File: config.mk
export PLATFORM = sky130hd
export DESIGN_NAME = noc_vc_input_buffer_flat
export DESIGN_NICKNAME = d
export VERILOG_FILES = /design/src/rtl/noc_ib_pkg.sv /design/src/rtl/noc_vc_input_buffer_if.sv /design/src/rtl/noc_ib_ram.sv /design/src/rtl/noc_vc_input_buffer.sv /design/src/flat_wrapper.sv
export SDC_FILE = /design/constraint.sdc
export NUM_CORES = 1
export LEC_CHECK = 0
export CAP_MARGIN = 20
export CORE_ASPECT_RATIO = 1.75
export CORE_MARGIN = 2
export CORE_UTILIZATION = 46
export CTS_CLUSTER_DIAMETER = 80
export CTS_CLUSTER_SIZE = 12
export DETAILED_ROUTE_END_ITERATION = 7
export GPL_ROUTABILITY_DRIVEN = 0
export PLACE_DENSITY_LB_ADDON = 0.12
export SETUP_SLACK_MARGIN = 0.5
export SYNTH_ARGS = -nofsm -noshare
export SYNTH_HDL_FRONTEND = slang
export SYNTH_SLANG_ARGS = --single-unit
File: constraint.sdc
create_clock -name clk -period 4.5 [get_ports clk]
set_clock_uncertainty 0.2 [all_clocks]
set_input_delay 0.45 -clock clk [delete_from_list [all_inputs] [get_ports clk]]
set_output_delay 0.45 -clock clk [all_outputs]
set_load 0.05 [all_outputs]
File: src/rtl/noc_ib_pkg.sv
// Shared defaults, width derivation helpers and flit/VC/pointer typedefs for
// the multi-VC router input buffer.
package noc_ib_pkg;

  localparam int DATA_W_DEF = 16;
  localparam int DEPTH_DEF  = 8;
  localparam int NUM_VC_DEF = 2;

  // A single-VC build still carries a 1-bit VC tag.
  function automatic int vc_w_f(input int num_vc);
    return (num_vc > 1) ? $clog2(num_vc) : 1;
  endfunction

  // Low bits index the entry, the extra top bit separates full from empty.
  function automatic int ptr_w_f(input int depth);
    return $clog2(depth) + 1;
  endfunction

  function automatic int ram_aw_f(input int num_vc, input int depth);
    return $clog2(num_vc * depth);
  endfunction

  typedef logic [DATA_W_DEF-1:0]            flit_t;
  typedef logic [vc_w_f(NUM_VC_DEF)-1:0]    vc_t;
  typedef logic [ptr_w_f(DEPTH_DEF)-1:0]    ptr_t;

endpackage

File: src/rtl/noc_vc_input_buffer_if.sv
// Link/allocator-facing bundle of the VC input buffer. The master side is the
// upstream link plus switch allocator; the slave side is the buffer itself.
interface noc_vc_input_buffer_if
  #(parameter int DATA_W = 16,
    parameter int DEPTH  = 8,
    parameter int NUM_VC = 2);

  import noc_ib_pkg::*;

  localparam int VC_W   = vc_w_f(NUM_VC);
  localparam int RAM_AW = ram_aw_f(NUM_VC, DEPTH);

  logic                buf_write_i;
  logic [VC_W-1:0]     buf_wvc_i;
  logic [DATA_W-1:0]   buf_data_i;
  logic                buf_read_i;
  logic [VC_W-1:0]     buf_rvc_i;
  logic [NUM_VC-1:0]   buf_empty_o;
  logic [NUM_VC-1:0]   buf_full_o;
  logic                buf_valid_o;
  logic [DATA_W-1:0]   buf_data_o;
  logic [VC_W-1:0]     buf_vc_o;
  logic [RAM_AW-1:0]   buf_ram_raddr_o;
  logic [RAM_AW-1:0]   buf_ram_waddr_o;

  modport master (
    output buf_write_i, buf_wvc_i, buf_data_i, buf_read_i, buf_rvc_i,
    input  buf_empty_o, buf_full_o, buf_valid_o, buf_data_o, buf_vc_o,
           buf_ram_raddr_o, buf_ram_waddr_o
  );

  modport slave (
    input  buf_write_i, buf_wvc_i, buf_data_i, buf_read_i, buf_rvc_i,
    output buf_empty_o, buf_full_o, buf_valid_o, buf_data_o, buf_vc_o,
           buf_ram_raddr_o, buf_ram_waddr_o
  );

endinterface

File: src/rtl/noc_ib_ram.sv
// Flat 1R1W flit RAM: synchronous write, registered read. The read register
// provides the one-cycle read latency of the buffer. Contents are never reset.
module noc_ib_ram
  #(parameter int DATA_W = 16,
    parameter int AW     = 4)
  (input  logic              clk,
   input  logic              we_i,
   input  logic [AW-1:0]     waddr_i,
   input  logic [DATA_W-1:0] wdata_i,
   input  logic              re_i,
   input  logic [AW-1:0]     raddr_i,
   output logic [DATA_W-1:0] rdata_o);

  localparam int WORDS = 1 << AW;

  logic [DATA_W-1:0] mem_q [WORDS];
  logic [DATA_W-1:0] rdata_q;

  // Storage write and registered read port.
  always_ff @(posedge clk) begin
    if (we_i) mem_q[waddr_i] <= wdata_i;
    if (re_i) rdata_q <= mem_q[raddr_i];
  end

  assign rdata_o = rdata_q;

endmodule

File: src/rtl/noc_vc_input_buffer.sv
// Multi-VC router input buffer: NUM_VC FIFOs sharing one flat flit RAM at
// address vc*DEPTH + pointer low bits. Registered per-VC empty/full flags,
// one-cycle read latency with the VC tag returned for upstream credits.
// Optional NOC_IB_ERR_EN adds sticky per-VC overflow/underflow flags.
module noc_vc_input_buffer
  import noc_ib_pkg::*;
  #(parameter int DATA_W = DATA_W_DEF,
    parameter int DEPTH  = DEPTH_DEF,
    parameter int NUM_VC = NUM_VC_DEF)
  (input  logic                  clk,
   input  logic                  reset,
   noc_vc_input_buffer_if.slave  bus
`ifdef NOC_IB_ERR_EN
   ,
   output logic [NUM_VC-1:0]     err_overflow_o,
   output logic [NUM_VC-1:0]     err_underflow_o
`endif
  );

  localparam int VC_W   = vc_w_f(NUM_VC);
  localparam int PTR_W  = ptr_w_f(DEPTH);
  localparam int LOW_W  = PTR_W - 1;
  localparam int RAM_AW = ram_aw_f(NUM_VC, DEPTH);

  logic [PTR_W-1:0]  wr_ptr_q [NUM_VC];
  logic [PTR_W-1:0]  wr_ptr_d [NUM_VC];
  logic [PTR_W-1:0]  rd_ptr_q [NUM_VC];
  logic [PTR_W-1:0]  rd_ptr_d [NUM_VC];
  logic [NUM_VC-1:0] empty_q, empty_d;
  logic [NUM_VC-1:0] full_q, full_d;
  logic              vld_q, vld_d;
  logic [VC_W-1:0]   vc_q, vc_d;
  logic [DATA_W-1:0] hold_q, hold_d;
  logic [RAM_AW-1:0] raddr_q, raddr_d;
  logic [RAM_AW-1:0] waddr_q, waddr_d;

  logic              wr_full, rd_empty;
  logic              wr_acc, rd_acc;
  logic [PTR_W-1:0]  wsel_ptr, rsel_ptr;
  logic [RAM_AW-1:0] waddr_c, raddr_c;
  logic [DATA_W-1:0] ram_rdata;

  // Select the addressed VC's pointer and flag, decide acceptance from the
  // registered flags and form the flat RAM addresses.
  always_comb begin
    wsel_ptr = '0;
    rsel_ptr = '0;
    wr_full  = 1'b0;
    rd_empty = 1'b0;
    for (int v = 0; v < NUM_VC; v++) begin
      if (bus.buf_wvc_i == VC_W'(v)) begin
        wsel_ptr = wr_ptr_q[v];
        wr_full  = full_q[v];
      end
      if (bus.buf_rvc_i == VC_W'(v)) begin
        rsel_ptr = rd_ptr_q[v];
        rd_empty = empty_q[v];
      end
    end
    wr_acc  = bus.buf_write_i && !wr_full;
    rd_acc  = bus.buf_read_i && !rd_empty;
    waddr_c = RAM_AW'(int'(bus.buf_wvc_i) * DEPTH + int'(wsel_ptr[LOW_W-1:0]));
    raddr_c = RAM_AW'(int'(bus.buf_rvc_i) * DEPTH + int'(rsel_ptr[LOW_W-1:0]));
  end

  // Next pointers, flags derived from them, and output-side register updates.
  always_comb begin
    wr_ptr_d = wr_ptr_q;
    rd_ptr_d = rd_ptr_q;
    empty_d  = empty_q;
    full_d   = full_q;
    vld_d    = rd_acc;
    vc_d     = vc_q;
    hold_d   = hold_q;
    raddr_d  = raddr_q;
    waddr_d  = waddr_q;
    for (int v = 0; v < NUM_VC; v++) begin
      if (wr_acc && (bus.buf_wvc_i == VC_W'(v))) wr_ptr_d[v] = wr_ptr_q[v] + PTR_W'(1);
      if (rd_acc && (bus.buf_rvc_i == VC_W'(v))) rd_ptr_d[v] = rd_ptr_q[v] + PTR_W'(1);
      empty_d[v] = (wr_ptr_d[v] == rd_ptr_d[v]);
      full_d[v]  = (wr_ptr_d[v][LOW_W-1:0] == rd_ptr_d[v][LOW_W-1:0]) &&
                   (wr_ptr_d[v][PTR_W-1] != rd_ptr_d[v][PTR_W-1]);
    end
    if (rd_acc) begin
      vc_d    = bus.buf_rvc_i;
      raddr_d = raddr_c;
    end
    if (wr_acc) waddr_d = waddr_c;
    // Capture the flit being presented so it persists once valid drops.
    if (vld_q) hold_d = ram_rdata;
  end

  // State registers; reset empties every queue and squashes any in-flight read.
  always_ff @(posedge clk) begin
    if (reset) begin
      for (int v = 0; v < NUM_VC; v++) begin
        wr_ptr_q[v] <= '0;
        rd_ptr_q[v] <= '0;
      end
      empty_q <= '1;
      full_q  <= '0;
      vld_q   <= 1'b0;
      vc_q    <= '0;
      hold_q  <= '0;
      raddr_q <= '0;
      waddr_q <= '0;
    end else begin
      wr_ptr_q <= wr_ptr_d;
      rd_ptr_q <= rd_ptr_d;
      empty_q  <= empty_d;
      full_q   <= full_d;
      vld_q    <= vld_d;
      vc_q     <= vc_d;
      hold_q   <= hold_d;
      raddr_q  <= raddr_d;
      waddr_q  <= waddr_d;
    end
  end

  noc_ib_ram #(.DATA_W(DATA_W), .AW(RAM_AW)) u_ram (
    .clk     (clk),
    .we_i    (wr_acc && !reset),
    .waddr_i (waddr_c),
    .wdata_i (bus.buf_data_i),
    .re_i    (rd_acc && !reset),
    .raddr_i (raddr_c),
    .rdata_o (ram_rdata)
  );

  assign bus.buf_empty_o     = empty_q;
  assign bus.buf_full_o      = full_q;
  assign bus.buf_valid_o     = vld_q;
  assign bus.buf_data_o      = vld_q ? ram_rdata : hold_q;
  assign bus.buf_vc_o        = vc_q;
  assign bus.buf_ram_raddr_o = raddr_q;
  assign bus.buf_ram_waddr_o = waddr_q;

`ifdef NOC_IB_ERR_EN
  logic [NUM_VC-1:0] ovf_q, ovf_d;
  logic [NUM_VC-1:0] udf_q, udf_d;

  // Sticky flags for writes dropped on a full VC and reads rejected on an empty VC.
  always_comb begin
    ovf_d = ovf_q;
    udf_d = udf_q;
    for (int v = 0; v < NUM_VC; v++) begin
      if (bus.buf_write_i && (bus.buf_wvc_i == VC_W'(v)) && full_q[v])  ovf_d[v] = 1'b1;
      if (bus.buf_read_i  && (bus.buf_rvc_i == VC_W'(v)) && empty_q[v]) udf_d[v] = 1'b1;
    end
  end

  // Error flag registers, cleared only by reset.
  always_ff @(posedge clk) begin
    if (reset) begin
      ovf_q <= '0;
      udf_q <= '0;
    end else begin
      ovf_q <= ovf_d;
      udf_q <= udf_d;
    end
  end

  assign err_overflow_o  = ovf_q;
  assign err_underflow_o = udf_q;
`endif

endmodule

File: src/flat_wrapper.sv
// flat-port wrapper written by rule: the top's interface ports become plain ports
module noc_vc_input_buffer_flat import noc_ib_pkg::*;
#(parameter int DATA_W = DATA_W_DEF,
    parameter int DEPTH  = DEPTH_DEF,
    parameter int NUM_VC = NUM_VC_DEF)
  (clk, reset, bus_buf_write_i, bus_buf_wvc_i, bus_buf_data_i, bus_buf_read_i, bus_buf_rvc_i, bus_buf_empty_o, bus_buf_full_o, bus_buf_valid_o, bus_buf_data_o, bus_buf_vc_o, bus_buf_ram_raddr_o, bus_buf_ram_waddr_o);
  noc_vc_input_buffer_if #(.DATA_W(DATA_W), .DEPTH(DEPTH), .NUM_VC(NUM_VC)) bus_i ();
  input  logic clk;
  input  logic reset;
  input wire logic [$bits(bus_i.buf_write_i)-1:0] bus_buf_write_i;
  input wire logic [$bits(bus_i.buf_wvc_i)-1:0] bus_buf_wvc_i;
  input wire logic [$bits(bus_i.buf_data_i)-1:0] bus_buf_data_i;
  input wire logic [$bits(bus_i.buf_read_i)-1:0] bus_buf_read_i;
  input wire logic [$bits(bus_i.buf_rvc_i)-1:0] bus_buf_rvc_i;
  output wire logic [$bits(bus_i.buf_empty_o)-1:0] bus_buf_empty_o;
  output wire logic [$bits(bus_i.buf_full_o)-1:0] bus_buf_full_o;
  output wire logic [$bits(bus_i.buf_valid_o)-1:0] bus_buf_valid_o;
  output wire logic [$bits(bus_i.buf_data_o)-1:0] bus_buf_data_o;
  output wire logic [$bits(bus_i.buf_vc_o)-1:0] bus_buf_vc_o;
  output wire logic [$bits(bus_i.buf_ram_raddr_o)-1:0] bus_buf_ram_raddr_o;
  output wire logic [$bits(bus_i.buf_ram_waddr_o)-1:0] bus_buf_ram_waddr_o;
  assign bus_i.buf_write_i = bus_buf_write_i;
  assign bus_i.buf_wvc_i = bus_buf_wvc_i;
  assign bus_i.buf_data_i = bus_buf_data_i;
  assign bus_i.buf_read_i = bus_buf_read_i;
  assign bus_i.buf_rvc_i = bus_buf_rvc_i;
  assign bus_buf_empty_o = bus_i.buf_empty_o;
  assign bus_buf_full_o = bus_i.buf_full_o;
  assign bus_buf_valid_o = bus_i.buf_valid_o;
  assign bus_buf_data_o = bus_i.buf_data_o;
  assign bus_buf_vc_o = bus_i.buf_vc_o;
  assign bus_buf_ram_raddr_o = bus_i.buf_ram_raddr_o;
  assign bus_buf_ram_waddr_o = bus_i.buf_ram_waddr_o;
  noc_vc_input_buffer #(.DATA_W(DATA_W), .DEPTH(DEPTH), .NUM_VC(NUM_VC)) u_core (.clk(clk), .reset(reset), .bus(bus_i));
endmodule
==> run_results.csv <==
group,metric,value,unit
status,status,"complete, no violations",
synth,synth_xor_area_share,1.43,%
final_layout,area_delta_synth_final,15.0,%
placed_design,hpwl,17.9,mm
synth,synthesis.area,12200,um2
timing,fmax,0.308,GHz
timing,slew_viol_final,0,
floorplan,initial_utilization,46.4,%
placed_design,port-buffer-count,51,
clocking,cts_root_buf,"clkbuf_16",
grt,track_usage,20.3,%
grt,overflow,0,
drt,drt_first_pass_iters,4,
timing,fin_crit,3250,ps
synth,synth_top_area_share,66.7,%
power,leakage,4.56,nW
synth,synth_seq_cells,317,
synth,synth-edff-count,272,
timing,rsz0062_at_grt,"false",
worst_hold_path,hp-class,"reg -> reg",
synth,synthSimpleGateAreaFrac,4.39,%
drt,drc,0,
clocking,clkTransAtPathRegs,60,ps
synth,synthesis.nets,668,
grt,grt_pass1_wl,41.1,mm
drt,wl,27.3,mm
synth,synth_compound_area_share,2.13,%
clocking,clockBufferDepth,3,
drt,vias_per_cell,5.65,
floorplan,boundaryPins,52,
flow_run,cap_violations,0,
worst_setup_path,worstPathRequired,3850,ps
timing,totalNegativeSetupSlack,0,ps
synth,synth_top_family_by_area,"multiplexers",
clocking,cts_resized,0,
worst_setup_path,crit_family,"flip-flops",
synth,ys_types,33,
synth,ys_top_cells_by_count,"edfxtp_1, mux4_2, nor2_1, dfxtp_1, mux2i_1",
worst_setup_path,slowest_stage,"dfxtp_1",
drt,wl_per_cell,25.7,um
clocking,clk_latency,550,ps
timing,holdWs,298,ps
timing,hold_viol,0,
clocking,cts_made_buffers,30,
drt,dr_total_vias,6021,
synth,synthAdderAreaFrac,0.409,%
final_layout,final_nets,743,
worst_setup_path,cp_cell_sequence,"mux2_2 > clkdlybuf4s50_1",
worst_setup_path,cpPeakStageDelay,890,ps
drt,ant_nets,0,
synth,seq_area_frac_synth,74.1,%
grt,grt_pass1_vias,6411,
worst_setup_path,worst-path-buf-inv,1,
timing,relSlewSlack,35.8,%
clocking,cts.htree.levels,1,
floorplan,num_rows,79,
floorplan,die_y,220,um
grt,antenna_found_initial,0,
power,p_total,5.91,mW
timing,max_slew.worst_pin.slew,963,ps
floorplan,core,26400,um2
drt,drt_iter0_drc,385,
worst_setup_path,critPathCaptureType,"output pin",
grt,grt_max_degree,49,
timing,setup_violations,0,
synth,yosys-top-cells-area,"edfxtp_1, mux4_2, dfxtp_1",
floorplan,die_w,127,um
synth,yosys.area.top_type,"edfxtp_1",
synth,ys_warn_count,0,
final_layout,drive_gt1_share,22.0,%
timing,worst_slack,1250,ps
synth,async_flop_share,0,%
floorplan,dieArea,28000,um2
synth,synth-main-ff-cell,"edfxtp_1",
clocking,cts_hold_buf,0,
final_layout,insertedDiodeCount,0,
worst_setup_path,critPathMaxFanout,17,
worst_setup_path,crit_type,"reg -> out",
timing,period_share,72.3,%
clocking,cts_tree,"built",
synth,synth.avg_cell_area,19.1,um2
power,peakVddDrop,0.268,mV
worst_setup_path,startpoint_type,"register",
placed_design,dp_slack,1040,ps
power,p_per_area,420,nW/um2
clocking,cts_setup_buffers,0,
synth,synth_mux_area_share,15.7,%
worst_setup_path,worst_ep_arrival_time,2600,ps
clocking,cts_sinks,317,
synth,yosysMostFrequentCell,"edfxtp_1",
synth,synthCells,642,
-- flip-flops by register name, indices dropped and copies added, names as in the netlist, 4 cells and up --
register	count
u_core.hold_q	16
u_core.rd_ptr_q	8
u_core.bus.buf_ram_waddr_o	4
u_core.u_ram.mem_q	256
u_core.u_ram.rdata_o	16
u_core.wr_ptr_q	8
u_core.bus.buf_ram_raddr_o	4
-- worst min-delay path, stage by stage, from the launching register on --
cell and delay (ps):
dfxtp_1 330, a21oi_1 60, nor2_1 70
-- where the power goes --
part	total (mW)	leakage [nW]	internal (mW)	switching, mW
registers	3.25	2.82	3.23	0.0224
clock network	2.30	0.415	1.29	1.01
logic	0.366	1.33	0.139	0.227
-- cells in the final DEF, fill, tap and decap left out, types with 5 or more instances in the layout --
master | Yosys | routed
nand3_1 | 5 | 5
mux4_2 | 64 | 64
dfxtp_1 | 45 | 45
o21ai_0 | 20 | 20
buf_4 | 7 | 27
nand2_1 | 7 | 7
mux2_2 | 18 | 18
clkbuf_1 | 12 | 24
clkbuf_16 | 0 | 31
xnor2_1 | 14 | 14
clkdlybuf4s50_1 | 0 | 49
o22ai_1 | 16 | 16
nor2_1 | 58 | 48
a21oi_1 | 8 | 8
mux2i_1 | 26 | 25
nor2_2 | 0 | 10
nor2b_1 | 16 | 16
xor2_1 | 6 | 6
edfxtp_1 | 272 | 272
-- cell type report --
cell class / count / area, um2
clock buffer: 55 / 866
clock inverter: 1 / 8.76
fill: 2073 / 12300
inverter: 3 / 11.3
multi-input combinational: 287 / 3010
sequential: 317 / 9070
tap: 324 / 405
timing repair buffer: 78 / 703
-- cells by family (layout without fill, tap and decap cells) --
group           after synthesis  after routing
compound gates               46             46
xor+xnor                     20             20
fa+ha+maj                     4              4
buf+inv                      38            137
flops                       317            317
mux                         109            109
simple gates                108            108
-- final timing paths --
check                                start                            end  slack, ps  cells after the start
min          u_core.bus.buf_ram_raddr_o[2]  u_core.bus.buf_ram_raddr_o[2]        300                      2
max                 u_core.bus.buf_valid_o             bus_buf_data_o[11]       1250                      2
max reg2reg             u_core.rd_ptr_q[0]        u_core.u_ram.rdata_o[0]       1460                      7
min reg2reg  u_core.bus.buf_ram_raddr_o[2]  u_core.bus.buf_ram_raddr_o[2]        300                      2
-- metrics by stage --
| step | std cells | utilization, % | area, um2 |
|---|---|---|---|
| after floorplan | 642 | - | 12200 |
| after global placement | 1009 | 50.0 | 13200 |
| after detailed placement | 1009 | 50.0 | 13200 |
| after CTS | 1065 | 53.3 | 14100 |
| after global routing | 1065 | 53.3 | 14100 |
| final | 1065 | 53.3 | 14100 |
-- per-layer routing --
metal | routed length [um] | global-route usage (%) | vias up
met1 | 10300 | 24.2 | 3134
met2 | 15000 | 37.5 | 161
met3 | 1220 | 2.50 | 38
met4 | 847 | 7.14 | 0
li1 | - | - | 2688
met5 | 0 | 0 | -
Power figures use the tool's default switching activity.
